$ cat src/rtl/floor_call_register_if.sv
// Call-register bus: raw buttons and car status in, one-hot target and call summary out.
interface floor_call_register_if #(
   parameter int NUM_FLOORS = 3,
   parameter int FLOOR_W    = 2,
   parameter int CNT_W      = 2
);
   logic [NUM_FLOORS-1:0] btn;
   logic [FLOOR_W-1:0]    current_floor;
   logic                  door_open;
   logic [NUM_FLOORS-1:0] floor_req;
   logic                  req_pending;
   logic [CNT_W-1:0]      req_count;

   modport master (
      output btn, current_floor, door_open,
      input  floor_req, req_pending, req_count
   );

   modport slave (
      input  btn, current_floor, door_open,
      output floor_req, req_pending, req_count
   );
endinterface

$ cat src/rtl/floor_call_register.sv
// Floor call register: per-floor debounce, call latching, served-call clearing
// and nearest-first target selection for the elevator controller.

// Single-button debouncer: pulses press on the D-th consecutive high sample.
module floor_call_debounce #(
   parameter int DEBOUNCE_CYCLES = 4
) (
   input  logic clk,
   input  logic rst,
   input  logic btn,
   output logic press
);
   localparam int DW = $clog2(DEBOUNCE_CYCLES + 1);

   logic [DW-1:0] cnt;

   // The pulse fires only on the transition into saturation, so a held button latches once.
   always_comb press = btn && (cnt == DW'(DEBOUNCE_CYCLES - 1));

   // Count consecutive high samples, saturating; any low sample restarts.
   always_ff @(posedge clk or negedge rst) begin
      if (!rst)                             cnt <= '0;
      else if (!btn)                        cnt <= '0;
      else if (cnt != DW'(DEBOUNCE_CYCLES)) cnt <= cnt + DW'(1);
   end
endmodule

module floor_call_register #(
   parameter int NUM_FLOORS      = 3,
   parameter int FLOOR_W         = 2,
   parameter int DEBOUNCE_CYCLES = 4,
   parameter int CLEAR_HOLD      = 2,
   parameter int CNT_W           = 2
) (
   input logic                   clk,
   input logic                   rst,
   floor_call_register_if.slave  bus
);
   localparam int HW = $clog2(CLEAR_HOLD + 1);

   typedef enum logic {IDLE, SERVE} state_t;

   state_t                state;
   logic [NUM_FLOORS-1:0] press, calls, calls_nxt, at_mask, clr_mask, floor_req_q;
   logic [FLOOR_W-1:0]    prev_floor, target, sel;
   logic [HW-1:0]         hold, hold_nxt;
   logic [CNT_W-1:0]      count;
   logic                  floor_ok;

   for (genvar g = 0; g < NUM_FLOORS; g++) begin : g_db
      floor_call_debounce #(.DEBOUNCE_CYCLES(DEBOUNCE_CYCLES)) u_db (
         .clk   (clk),
         .rst   (rst),
         .btn   (bus.btn[g]),
         .press (press[g])
      );
   end

   // Door-open hold tracking and next call vector; a clear beats a same-edge set.
   always_comb begin
      floor_ok = int'(bus.current_floor) < NUM_FLOORS;
      at_mask  = (bus.door_open && floor_ok) ? (NUM_FLOORS'(1) << bus.current_floor) : '0;
      hold_nxt = '0;
      if (bus.door_open && floor_ok) begin
         // A floor change restarts the hold at 1 so the current cycle still counts.
         if (bus.current_floor != prev_floor) hold_nxt = HW'(1);
         else if (hold != HW'(CLEAR_HOLD))    hold_nxt = hold + HW'(1);
         else                                 hold_nxt = hold;
      end
      clr_mask  = (hold_nxt == HW'(CLEAR_HOLD)) ? at_mask : '0;
      // Presses at the floor where the door is open are already served.
      calls_nxt = (calls | (press & ~at_mask)) & ~clr_mask;
   end

   // Nearest pending call; ascending scan with strict compare lets the lower floor win ties.
   // An invalid car position makes every distance 0, so the lowest pending floor wins.
   always_comb begin
      int best;
      int d;
      sel  = '0;
      best = NUM_FLOORS + 1;
      for (int i = 0; i < NUM_FLOORS; i++) begin
         d = 0;
         if (floor_ok)
            d = (i > int'(bus.current_floor)) ? i - int'(bus.current_floor)
                                               : int'(bus.current_floor) - i;
         if (calls[i] && d < best) begin
            best = d;
            sel  = FLOOR_W'(i);
         end
      end
   end

   // Popcount of latched calls.
   always_comb begin
      count = '0;
      for (int i = 0; i < NUM_FLOORS; i++) count = count + CNT_W'(calls[i]);
   end

   // Latched calls, door hold counter and last seen car position.
   always_ff @(posedge clk or negedge rst) begin
      if (!rst) begin
         calls      <= '0;
         hold       <= '0;
         prev_floor <= '0;
      end else begin
         calls      <= calls_nxt;
         hold       <= hold_nxt;
         prev_floor <= bus.current_floor;
      end
   end

   // Target FSM; selection only from IDLE forces a zero cycle between targets.
   always_ff @(posedge clk or negedge rst) begin
      if (!rst) begin
         state       <= IDLE;
         target      <= '0;
         floor_req_q <= '0;
      end else begin
         case (state)
            IDLE: if (|calls) begin
               state       <= SERVE;
               target      <= sel;
               floor_req_q <= NUM_FLOORS'(1) << sel;
            end
            SERVE: if (!calls_nxt[target]) begin
               state       <= IDLE;
               floor_req_q <= '0;
            end
            default: state <= IDLE;
         endcase
      end
   end

   assign bus.floor_req   = floor_req_q;
   assign bus.req_pending = |calls;
   assign bus.req_count   = count;
endmodule

$ cat src/flat_wrapper.sv
// flat-port wrapper written by rule: the top's interface ports become plain ports
module floor_call_register_flat 
#(
   parameter int NUM_FLOORS      = 3,
   parameter int FLOOR_W         = 2,
   parameter int DEBOUNCE_CYCLES = 4,
   parameter int CLEAR_HOLD      = 2,
   parameter int CNT_W           = 2
)
  (clk, rst, bus_btn, bus_current_floor, bus_door_open, bus_floor_req, bus_req_pending, bus_req_count);
  floor_call_register_if #(.NUM_FLOORS(NUM_FLOORS), .FLOOR_W(FLOOR_W), .CNT_W(CNT_W)) bus_i ();
  input logic clk;
  input logic rst;
  input wire logic [$bits(bus_i.btn)-1:0] bus_btn;
  input wire logic [$bits(bus_i.current_floor)-1:0] bus_current_floor;
  input wire logic [$bits(bus_i.door_open)-1:0] bus_door_open;
  output wire logic [$bits(bus_i.floor_req)-1:0] bus_floor_req;
  output wire logic [$bits(bus_i.req_pending)-1:0] bus_req_pending;
  output wire logic [$bits(bus_i.req_count)-1:0] bus_req_count;
  assign bus_i.btn = bus_btn;
  assign bus_i.current_floor = bus_current_floor;
  assign bus_i.door_open = bus_door_open;
  assign bus_floor_req = bus_i.floor_req;
  assign bus_req_pending = bus_i.req_pending;
  assign bus_req_count = bus_i.req_count;
  floor_call_register #(.NUM_FLOORS(NUM_FLOORS), .FLOOR_W(FLOOR_W), .DEBOUNCE_CYCLES(DEBOUNCE_CYCLES), .CLEAR_HOLD(CLEAR_HOLD), .CNT_W(CNT_W)) u_core (.clk(clk), .rst(rst), .bus(bus_i));
endmodule
$ cat config.mk
export PLATFORM = sky130hd
export DESIGN_NAME = floor_call_register_flat
export DESIGN_NICKNAME = d
export VERILOG_FILES = /design/src/rtl/floor_call_register_if.sv /design/src/rtl/floor_call_register.sv /design/src/flat_wrapper.sv
export SDC_FILE = /design/constraint.sdc
export NUM_CORES = 1
export LEC_CHECK = 0
export BUFFER_PORTS_ARGS = -buffer_cell sky130_fd_sc_hd__buf_4
export CAP_MARGIN = 10
export CORE_ASPECT_RATIO = 0.75
export CORE_UTILIZATION = 58
export CTS_CLUSTER_DIAMETER = 80
export DETAILED_ROUTE_END_ITERATION = 16
export HOLD_SLACK_MARGIN = 0.06
export PLACE_DENSITY = 0.91
export SLEW_MARGIN = 20
export SYNTH_ARGS = -nofsm -noshare
export SYNTH_HDL_FRONTEND = slang
export SYNTH_HIERARCHICAL = 1
export SYNTH_SLANG_ARGS = --single-unit
$ cat constraint.sdc
create_clock -name clk -period 1.9 [get_ports clk]
set_input_delay 0.38 -clock clk [delete_from_list [all_inputs] [get_ports clk]]
set_output_delay 0.38 -clock clk [all_outputs]
set_load 0.05 [all_outputs]
Yosys cells after proc, flatten, opt, wreduce, memory -nomap -nowiden --
Index checks and enable logic that the tools add are counted.
Word-level totals: flip-flop bits (word level) 22, input bits 8, word-level logic and storage cells 86
Cells by class: shifts and indexed selects 2, bitwise gates (word level) 6, add/subtract/negate cells 10, order comparisons 7, reduce and logical (&&, ||, !) cells 10, mux-type cells 28, equality and inequality tests 14
Operators by type and width (number):
- $mux W32 | 5
- $mux W3 | 11
- $lt A32 B32 Y1 | 1
- $lt A32 B4 Y1 | 1
- $mux W2 | 5
- $add A3 B1 Y3 const B | 3
- $eq A3 B2 Y1 const B | 3
- $ne A3 B3 Y1 const B | 3
- $logic_and A1 B1 Y1 | 7
- $and A3 B3 Y3 | 2
- $lt A2 B3 Y1 const B | 2
- $ne A2 B1 Y1 const B | 3
- $ne A2 B2 Y1 const B | 3
- $not A3 Y3 | 2
- $pmux W3 S2 | 1
- $shl A1 B2 Y3 const A | 2
- $mux W1 | 4
- $reduce_and A2 Y1 | 2
- $or A3 B3 Y3 | 1
- $reduce_or A3 Y1 | 1
- $sub A1 B2 Y3 const A | 1
- $sub A2 B1 Y3 const B | 1
- $sub A2 B2 Y3 const A | 1
- $sub A2 B2 Y3 const B | 1
- 11 further kinds | 11

Depth between registers and ports, before layout --
depth in word-level cells 14, depth in mapped cells 8, gate-level depth less buffers 8

By module --
Netlist, hierarchy kept.
Modules (own cells, without submodules):
- floor_call_register | sequential area each 325.3 µm², area an instance 854.6 µm², instances 1, cells an instance 92
- floor_call_debounce | sequential area each 75.1 µm², area an instance 177.7 µm², instances 3, cells an instance 18

Least setup slack after synthesis --
Ideal clock, no wire load.
kind reg-to-reg, start register u_core.calls[0], end register u_core.floor_req_q[1] (netlist: u_core/bus.floor_req[1]), stages on the path, launching flop included 6, library setup time 0.080 ns, path slack 0.136 ns, data required time 1.820 ns, arrival 1.684 ns, period minus slack after synthesis 1.764 ns, cells stage by stage dfrtp_1 or3_1 nand2b_1 nand2_1 or2_1 o211ai_2
On the way: elaborated cells between the ends (all ways) 20, classes of those cells order compare (2); eq/ne (2); shift (1); mux (8); bitwise (2); reduce/logical (5)
RTL lines:
- from (decl) | RTL line floor_call_register.sv:44 | logic [NUM_FLOORS-1:0] press, calls, calls_nxt, at_mask, clr_mask, floor_req_q;
- from (signal assigned) | RTL line floor_call_register.sv:107 | calls <= calls_nxt;
- $reduce_or A3 Y1
- named net bus_req_pending | RTL line flat_wrapper.sv:18 | output wire logic [$bits(bus_i.req_pending)-1:0] bus_req_pending;
- $ne A2 B2 Y1 (no source line)
- $reduce_and A2 Y1 (no source line)
- to (signal assigned) | RTL line floor_call_register.sv:124 | floor_req_q <= NUM_FLOORS'(1) << sel;
- to (decl) | RTL line floor_call_register.sv:44
The timed path passes the listed nets, and every way through them passes these cells. The select of a mux whose other input is x is not followed. A chain may end at the register's enable or synchronous reset.

Final worst setup path --
start register u_core.g_db[2].u_db.cnt[0], end register u_core.floor_req_q[0] (netlist: u_core/bus.floor_req[0])
On the way: word-level cells in the longest chain between the ends 9
RTL lines:
- from (decl) | RTL line floor_call_register.sv:15 | logic [DW-1:0] cnt;
- from (signal assigned) | RTL line floor_call_register.sv:24 | else if (cnt != DW'(DEBOUNCE_CYCLES)) cnt <= cnt + DW'(1);
- $eq A3 B2 Y1 | RTL line floor_call_register.sv:18 | always_comb press = btn && (cnt == DW'(DEBOUNCE_CYCLES - 1));
- $logic_and A1 B1 Y1 | RTL line floor_call_register.sv:18
- named net u_core.press[2] | RTL line floor_call_register.sv:44
- $and A3 B3 Y3 | RTL line floor_call_register.sv:72 | calls_nxt = (calls | (press & ~at_mask)) & ~clr_mask;
- $or A3 B3 Y3 | RTL line floor_call_register.sv:72
- $and A3 B3 Y3 | RTL line floor_call_register.sv:72
- $bmux W1 S2 | RTL line floor_call_register.sv:126 | SERVE: if (!calls_nxt[target]) begin
- $mux W1 (implied by the code) | RTL line floor_call_register.sv:126
- $ne A2 B2 Y1 (no source line)
- $reduce_and A2 Y1 (no source line)
The timed path passes the listed nets, and every way through them passes these cells. The select of a mux whose other input is x is not followed.

==> impl_metrics.ini <==
[status]
outcome = complete, no violations

[placed_design]
gp_congestion = 0.8269
placed_area_um2 = 1533
io_buffer_count = 13
dp_hpwl_um = 2106
dp_slack_ns = -0.03096

[cells_and_area]
final_common_cell = dfrtp_1
seqCellArea_um2 = 554.3
fin_util_pct = 77.27
multi_input_area_um2 = 802.0
nNetsFinal = 190
final_cell_mix = 19 x dfrtp_1, 18 x nand2_1, 17 x buf_4
fillers = 149
drive_above_1_share_pct = 20.24
stdcell_area_um2 = 1638
area_growth_pct = 18.03
diodes = 0

[logic_synthesis]
synthCells = 146
yosys_warnings = 6
synth_top_area_share_pct = 39.68
yosysSeqAreaShare_pct = 39.68
syn_avg_cell_area_um2 = 9.504
ys_types = 37
yosys-top-cells-area = dfrtp_1 40%, ha_1 11%, nand2_1 4.9%
synth_largest_area_cell = dfrtp_1
netlist_area_um2 = 1388
yosys_register_bits = 22

[floorplanning]
start_util_pct = 65.47
die_h_um = 44.36
io_pins = 14
die_x_um = 58.48
core_um2 = 2120
dieArea_um2 = 2594
row_count = 14

[global_routing]
track_usage_pct = 25.43
grt_overflow = 0
grt_pass1_wl_um = 4802
antenna_found_initial = 0
grt_pass1_vias = 1087
grt_max_degree = 23

[timing]
rsz0062_at_grt = true
min_period_ns = 1.880
setup_viol = 0
final.setup.tns_ns = 0
report.final.slew_viol_count = 0
hold_viol_final = 0
skew_ns = 0.004271
max_freq_mhz = 531.8
finalWorstSetupSlack_ns = 0.01959
finalCritPeriodShare_pct = 98.97

[clock_tree]
cts_buffers = 3
insertion_delay_ns = 0.31
clock_sinks = 22
cts-root-buf = clkbuf_4
path_clk_slew_ns = 0.12
h-tree-depth = 1
clockBufferDepth = 2
cts_tree = yes

[setup_path]
r2r-end = u_core/bus.floor_req[0]
rrSetupSlack_ns = 0.02
path_max_fanout = 4
startpoint = u_core/g_db[2].u_db/cnt[0]
crit_slowest_cell = dfrtp_1
crit_path_end_kind = flip-flop
cpPeakStageDelay_ns = 0.41
critPathKind = flip-flop to flip-flop
crit_family = simple AND/OR/NAND/NOR gates
path_buf_inv = 0
cp-start-kind = flip-flop
crit_required_ns = 2.10
crit_arrival_ns = 2.08
crit_chain = ha_1, ha_1, and2_1, nand2b_1, a21oi_2, nor3b_4, a2bb2oi_4, o22ai_2
cp_num_cells = 8
critPathMostFrequentCell = ha_1
r2r-start = u_core/g_db[2].u_db/cnt[0]
reg2regPathDepth = 8

[detailed_routing]
wire_per_inst_um = 15.79
wl_um = 3158
drtPass1Iterations = 4
drc = 0
first_iter_violations = 49
vias = 1138
viasPerCell = 5.690
ant_nets = 0

[min_path]
hold_start = bus_current_floor[0]
worstHoldEndpoint = u_core/prev_floor[0]
hp-class = primary input to flip-flop
hold_path_depth = 1

[pwr]
p_leak_uw = 0.0007984
power.density_nw_per_um2 = 1323
power.total_uw = 2167
vdd_drop_max_uv = 863.0

[flow_run]
drv_cap = 0
[layout make-up]
type                            count  share of cell area, %
Clock buffer                        4                  2.215
Multi-Input combinational cell    108                  48.97
Timing Repair Buffer               19                  9.091
Tap cell                           32                  2.445
Inverter                           15                  3.438
Sequential cell                    22                  33.84
[cells by family after synthesis]
| group | synth area share (%) |
|---|---|
| DFF | 39.68 |
| xor gates and xnor gates | 1.263 |
| buffers and inverters | 5.410 |
| muxes | 2.164 |
| other | 0.5412 |
| and+or+nand+nor | 20.11 |
| AOI/OAI and AO/OA | 18.58 |
| adders and majority gates | 12.26 |
[Yosys cell counts]
cell,count
a211o_1,1
and4bb_1,1
and3_1,3
nor4bb_1,1
a21oi_1,11
o211ai_2,1
dfrtp_1,22
xnor2_1,1
a21o_1,2
o311a_1,1
fa_1,1
o311a_2,1
o21ai_0,4
nand2_1,18
o22ai_1,1
and2_1,3
or3b_1,2
or2_1,2
mux2i_1,3
or3_1,1
o21ai_1,4
nor2_1,6
conb_1,2
nor3b_2,1
ha_1,12
buf_6,1
o21a_1,3
nand2b_1,7
nor3_1,2
a2bb2oi_4,1
a21boi_0,4
nor2b_1,3
inv_1,15
xor2_1,1
a32o_1,2
buf_4,1
nor3b_1,1
[per-stage QoR]
stage / instances / hold slack [ns]
CTS: 199 / 0.2509
floorplan: 147 / 0.08441
global placement: 193 / 0.2819
detailed placement: 193 / 0.2835
global route: 200 / 0.2517
finish: 200 / 0.2703
[how the worst max path moves through the flow]
stage | to | slack, ns
global placement | u_core/bus.floor_req[1] | -0.02
finish | u_core/bus.floor_req[0] | 0.02
global route | u_core/bus.floor_req[0] | -0.08
floorplan | u_core/bus.floor_req[1] | 0.14
CTS | u_core/bus.floor_req[0] | 0.02
detailed placement | u_core/bus.floor_req[1] | -0.03
[metal layers]
layer | vias up | wire length, um | global-route usage [%]
met3 | 13 | 121 | 6.433
met5 | - | 0 | 0
met1 | 553 | 1371 | 31.81
li1 | 539 | - | -
met4 | 0 | 94 | 8.571
met2 | 33 | 1570 | 43.68
[worst reg2reg max path, delay by kind of cell, from the launching register on]
kind,cells,cell delay (ns)
AOI/OAI and AO/OA,3,0.44
adders and majority gates,2,0.38
and+or+nand+nor,3,0.54
DFF,1,0.41
[power breakdown]
part	internal (uW)	total [uW]	switching, uW
clock	117	259	142
sequential	615	782	167
combinational	466	1130	661
total	1200	2170	969
[timing repair]
| action | in CTS | in global routing |
|---|---|---|
| pin swaps | 0 | 3 |
| setup endpoints to repair | 2 | 5 |
| hold buffers | 1 | 0 |
| endpoints found under the hold margin | 22 | 0 |
| gates resized for setup | 5 | 7 |
| buffers inserted | 1 | 1 |
[state kept, by name (all words and copies together) (netlist names)]
name	flops
u_core/g_db.u_db/cnt	9
u_core/bus.floor_req	3
u_core/calls	3
u_core/hold	2
u_core/prev_floor	2
u_core/target	2
u_core/state	1
No activity file was read; power rests on OpenSTA's default activity.
